## config.mk

```make
export PLATFORM = sky130hd
export DESIGN_NAME = fetch_queue
export DESIGN_NICKNAME = d
export VERILOG_FILES = /design/src/rtl/fetch_queue.sv
export SDC_FILE = /design/constraint.sdc
export NUM_CORES = 1
export LEC_CHECK = 0
export BUFFER_PORTS_ARGS = -buffer_cell sky130_fd_sc_hd__buf_4
export CAP_MARGIN = 20
export CORE_ASPECT_RATIO = 0.7
export CORE_MARGIN = 1.5
export CORE_UTILIZATION = 55
export DETAILED_ROUTE_END_ITERATION = 7
export GPL_ROUTABILITY_DRIVEN = 0
export PLACE_DENSITY = 0.86
export SLEW_MARGIN = 20
export SYNTH_ARGS = -nofsm -noshare
export SYNTH_HDL_FRONTEND = slang
export SYNTH_SLANG_ARGS = --single-unit
```

## constraint.sdc

```tcl
create_clock -name clk -period 11.3 [get_ports clk]
set_input_delay 0 -clock clk [delete_from_list [all_inputs] [get_ports clk]]
set_output_delay 0 -clock clk [all_outputs]
set_load 0.02 [all_outputs]
```

## src/rtl/fetch_queue.sv

```systemverilog
// Instruction-fetch front end: owns the fetch PC, issues sequential imem reads and buffers
// {pc, instr} pairs for decode. Optional macro FETCH_BYPASS_EN adds a same-cycle resp->deq path.
module fetch_queue #(
    parameter int unsigned DEPTH    = 4,
    parameter logic [31:0] RESET_PC = 32'h6000_0000
) (
    input  logic                     clk,
    input  logic                     rst,
    output logic [31:0]              imem_address,
    output logic                     imem_read,
    input  logic [31:0]              imem_rdata,
    input  logic                     imem_resp,
    input  logic                     redirect,
    input  logic [31:0]              redirect_pc,
    output logic                     deq_valid,
    input  logic                     deq_ready,
    output logic [31:0]              deq_instr,
    output logic [31:0]              deq_pc,
    output logic [$clog2(DEPTH):0]   count
);
    localparam int unsigned PW = $clog2(DEPTH);
    localparam logic [PW:0] FULL = (PW + 1)'(DEPTH);

    typedef enum logic [1:0] {IDLE, FETCH, DISCARD} state_t;

    state_t        state_q, state_d;
    logic [31:0]   fetch_pc_q, fetch_pc_d;
    logic [31:0]   inflight_q, inflight_d;
    logic [31:0]   addr_q, addr_d;
    logic          read_q, read_d;
    logic [PW:0]   count_q, count_d;
    logic [PW-1:0] rd_ptr_q, rd_ptr_d, wr_ptr_q, wr_ptr_d;
    logic [31:0]   instr_q [DEPTH];
    logic [31:0]   pc_q    [DEPTH];
    logic [31:0]   redirect_aligned;
    logic          bypass, accept, push, pop;

`ifdef FETCH_BYPASS_EN
    assign bypass    = (count_q == '0) && (state_q == FETCH) && imem_resp && !redirect;
    assign deq_valid = (count_q != '0) || bypass;
    assign deq_instr = bypass ? imem_rdata : instr_q[rd_ptr_q];
    assign deq_pc    = bypass ? fetch_pc_q : pc_q[rd_ptr_q];
`else
    assign bypass    = 1'b0;
    assign deq_valid = (count_q != '0);
    assign deq_instr = instr_q[rd_ptr_q];
    assign deq_pc    = pc_q[rd_ptr_q];
`endif

    assign imem_address = addr_q;
    assign imem_read    = read_q;
    assign count        = count_q;

    always_comb begin
        redirect_aligned = redirect_pc & 32'hFFFF_FFFC;
        accept = (state_q == FETCH) && imem_resp && !redirect;
        // A bypassed word taken by the consumer never occupies an entry.
        push   = accept && !(bypass && deq_ready);
        pop    = (count_q != '0) && deq_ready;

        if (redirect) begin
            count_d  = '0;
            rd_ptr_d = '0;
            wr_ptr_d = '0;
        end else begin
            count_d  = count_q + (PW + 1)'(push) - (PW + 1)'(pop);
            rd_ptr_d = rd_ptr_q + PW'(pop);
            wr_ptr_d = wr_ptr_q + PW'(push);
        end

        state_d    = state_q;
        fetch_pc_d = fetch_pc_q;
        inflight_d = inflight_q;
        case (state_q)
            IDLE: begin
                if (redirect) begin
                    fetch_pc_d = redirect_aligned;
                    state_d    = FETCH;
                end else if (count_q < FULL) begin
                    state_d = FETCH;
                end
            end
            FETCH: begin
                if (imem_resp) begin
                    if (redirect) begin
                        fetch_pc_d = redirect_aligned;
                    end else begin
                        fetch_pc_d = fetch_pc_q + 32'd4;
                        state_d    = (count_d < FULL) ? FETCH : IDLE;
                    end
                end else if (redirect) begin
                    inflight_d = fetch_pc_q;
                    fetch_pc_d = redirect_aligned;
                    state_d    = DISCARD;
                end
            end
            DISCARD: begin
                if (redirect) fetch_pc_d = redirect_aligned;
                if (imem_resp) state_d = FETCH;
            end
            default: state_d = IDLE;
        endcase

        // The stale request keeps its address on the bus until it completes.
        addr_d = (state_d == DISCARD) ? inflight_d : fetch_pc_d;
        read_d = (state_d != IDLE);
    end

    always_ff @(posedge clk or posedge rst) begin
        if (rst) begin
            state_q    <= IDLE;
            fetch_pc_q <= RESET_PC;
            inflight_q <= RESET_PC;
            addr_q     <= RESET_PC;
            read_q     <= 1'b0;
            count_q    <= '0;
            rd_ptr_q   <= '0;
            wr_ptr_q   <= '0;
            for (int unsigned i = 0; i < DEPTH; i++) begin
                instr_q[i] <= '0;
                pc_q[i]    <= '0;
            end
        end else begin
            state_q    <= state_d;
            fetch_pc_q <= fetch_pc_d;
            inflight_q <= inflight_d;
            addr_q     <= addr_d;
            read_q     <= read_d;
            count_q    <= count_d;
            rd_ptr_q   <= rd_ptr_d;
            wr_ptr_q   <= wr_ptr_d;
            if (push) begin
                instr_q[wr_ptr_q] <= imem_rdata;
                pc_q[wr_ptr_q]    <= fetch_pc_q;
            end
        end
    end
endmodule

```

==> flow_summary.json <==
{
  "outcome": "finished clean",
  "dp_slack_ns": 7.52,
  "drtAntennaViolNets": 0,
  "syn2layout_area_growth_pct": 20.0,
  "synth_edf_count": 0,
  "diodes": 0,
  "clkTransAtPathRegs_ns": 0.07,
  "rsz0062_at_grt": "no",
  "slew_viol_final": 0,
  "n_fill_cell": 1898,
  "fin_util_pct": 67.6,
  "core_mm2": 0.0291,
  "start_util_pct": 56.4,
  "timing.critical_path.buf_inv": 1,
  "multiInputGateArea_mm2": 0.00680,
  "async_reset_ff_share_pct": 100,
  "die_h_um": 147,
  "cts-htree-levels": 2,
  "vias": 10759,
  "max_stage_delay_ns": 1.09,
  "crit_type": "flop to flop",
  "worst_slack_ns": 7.30,
  "dpl.hpwl_mm": 24.1,
  "yosysUniqueCellTypes": 75,
  "yosys_warnings": 0,
  "antenna_found_initial": 0,
  "grt_max_degree": 181,
  "wl_mm": 41.4,
  "ioPinCount": 170,
  "cts_resized": 0,
  "cts_tree": "yes",
  "netlist_area_mm2": 0.0164,
  "clock_latency_ns": 0.53,
  "critPathLaunchType": "flop",
  "drt_iter0_drc": 1090,
  "cts_post_setup_buffers_inserted": 0,
  "grt_pass1_vias": 11319,
  "final_hold_viol_count": 0,
  "seq_area_mm2": 0.00907,
  "synth_fp_nets": 1215,
  "critPathTopFamily": "simple AND/OR/NAND/NOR gates",
  "clkSinkCount": 362,
  "dr.pass1.iters": 5,
  "avgSynthCellArea_um2": 14.4,
  "place_inst": 1597,
  "grt_pass1_wl_mm": 64.9,
  "postSynthCellCount": 1140,
  "fmax_mhz": 250,
  "power.density_mw_per_mm2": 257,
  "r2r_setup_slack_ns": 7.30,
  "die-area_mm2": 0.0309,
  "p_leak_nw": 9.03,
  "wl_per_cell_um": 24.0,
  "row_count": 52,
  "slew_headroom_pct": 25.7,
  "worst_pin_slew_ns": 1.11,
  "fin_crit_sh_pct": 35.4,
  "cts_root_buf": "clkbuf_16",
  "numPortBuffers": 167,
  "crit_path_end_kind": "flop",
  "post-route-min-period_ns": 4.00,
  "synth.yosys.seq_area_share_pct": 55.3,
  "yosys_register_bits": 362,
  "maxCapViolations": 0,
  "setup_viol": 0,
  "grt-ovfl-total": 0,
  "grt.total_usage_pct": 27.4,
  "viasPerCell": 6.23,
  "clock_path_buffers": 3,
  "final_cells": 1726,
  "worstPathRequired_ns": 11.71,
  "setup_tns_ns": 0,
  "cts-buffers-inserted": 35,
  "irDropWorstVdd_mv": 0.136,
  "nNetsFinal": 1397,
  "fin_worst_skew_ns": 0.0234,
  "slowest_stage": "nor3_4",
  "worstPathMaxFanout": 48,
  "drcViolationCount": 0,
  "drive_gt1_share_pct": 46.7,
  "chipWidth_um": 209,
  "crit_chain": "nand4bb_1 -> nor3_4 -> buf_4 -> mux2_2",
  "ys.flop_type": "dfrtp_1",
  "hold_path.class": "input port to flop",
  "critPathArrivalTime_ns": 4.41,
  "finalPower_mw": 5.05
}
-- cell usage after synthesis, types with 9 or more instances --
| cell | n | share of area (%) |
|---|---|---|
| nor3_1 | 14 | 0.43 |
| nand4_1 | 10 | 0.38 |
| nand2_1 | 52 | 1.2 |
| buf_4 | 10 | 0.46 |
| a31oi_1 | 9 | 0.34 |
| a22oi_1 | 9 | 0.41 |
| nand3_1 | 12 | 0.37 |
| clkbuf_1 | 30 | 0.69 |
| o31ai_1 | 12 | 0.55 |
| buf_2 | 42 | 1.3 |
| buf_6 | 9 | 0.62 |
| mux4_2 | 64 | 8.8 |
| o21ai_0 | 16 | 0.49 |
| mux2_2 | 292 | 20 |
| nor2_1 | 33 | 0.76 |
| o22ai_1 | 14 | 0.53 |
| dfrtp_1 | 356 | 54 |
| a21oi_1 | 14 | 0.43 |
-- worst reg2reg max path: stages, from the launching register on --
cell and delay, ns:
dfrtp_1 0.72, nand4bb_1 0.80, nor3_4 1.09, buf_4 0.80, mux2_2 0.46
-- sequential cells by signal, summed over array words and instances, names as in the netlist, 2 cells and up --
signal,flops
count,3
fetch_pc_q,32
imem_address,32
inflight_q,32
instr_q,128
pc_q,128
rd_ptr_q,2
state_q,2
wr_ptr_q,2
-- power breakdown --
| part | leakage [nW] | internal, mW | switching [mW] |
|---|---|---|---|
| Sequential | 4.67 | 1.68 | 0.308 |
| Clock | 0.634 | 0.790 | 0.511 |
| Combinational | 3.73 | 0.880 | 0.878 |
| Total | 9.03 | 3.35 | 1.70 |
-- what timing repair did --
item | in CTS | in global routing
hold buffers | 66 | 0
hold endpoints to repair | 319 | 0
endpoints found under the setup margin | 0 | 0
-- cell type report --
type	count	area share [%]
multi-input cells	671	34.6
well taps	378	2.41
clock buffers	48	5.33
clock inverters	15	1.20
flip-flops and latches	362	46.1
repair buffers	242	10.1
inverters	10	0.229
-- path summary, 6_finish.rpt --
kind,startpoint,end,cells past startpoint
max,state_q[0]$_DFF_PP0_,instr_q[111]$_DFFE_PP0P_,4
min,deq_ready,rd_ptr_q[0]$_DFF_PP0_,4
max reg2reg,state_q[0]$_DFF_PP0_,instr_q[111]$_DFFE_PP0P_,4
min reg2reg,pc_q[6]$_DFFE_PP0P_,pc_q[6]$_DFFE_PP0P_,2
max in group asynchronous,rst,fetch_pc_q[18]$_DFF_PP0_,5
min in group asynchronous,rst,instr_q[40]$_DFFE_PP0P_,3
-- metal layers --
layer / share of wire (%) / GRT usage [%]
met5: 0 / 0
met4: 3.2 / 10.2
met2: 48 / 43.8
met1: 42 / 37.5
met3: 6.8 / 5.57
-- cell families after synthesis --
kind of cell / share of synthesized area [%]
AOI/OAI and AO/OA: 4.34
xor gates and xnor gates: 0.695
adders and majority gates: 0.504
buffers and inverters: 3.43
DFF: 55.3
muxes: 29.4
and+or+nand+nor: 6.37
-- metrics by stage --
stage / hold WS, ns / instance area (µm²)
2_1_floorplan: 0.124 / 16400
3_3_place_gp: 0.223 / 17700
3_5_place_dp: 0.217 / 17700
4_1_cts: 0.00703 / 19700
5_1_grt: 0.0252 / 19700
6_report: 0.0362 / 19700
-- layout by cell type, fill, tap and decap left out, drive strengths merged, types with 3 or more instances in the layout --
cell	Yosys	layout
bufinv	0	6
and4	4	4
inv	10	12
mux4	64	64
nand3	14	14
nand4	12	12
clkinv	0	6
or2	3	3
clkbuf	32	48
a31oi	9	9
ha	5	5
dfstp	6	6
a21oi	15	15
nor4	11	11
nor3	17	17
nor2	35	35
nand2	52	52
or3	3	3
dlygate4sd3	0	66
and3	7	7
o22ai	14	14
nor3b	3	3
buf	65	176
and2	8	8
xnor2	8	8
o211ai	3	3
nor2b	7	7
mux2	293	293
xor2	5	5
mux2i	7	7
o31ai	12	12
o31a	3	3
a22oi	9	9
dfrtp	356	356
o21ai	16	16
Power figures use the tool's default switching activity.
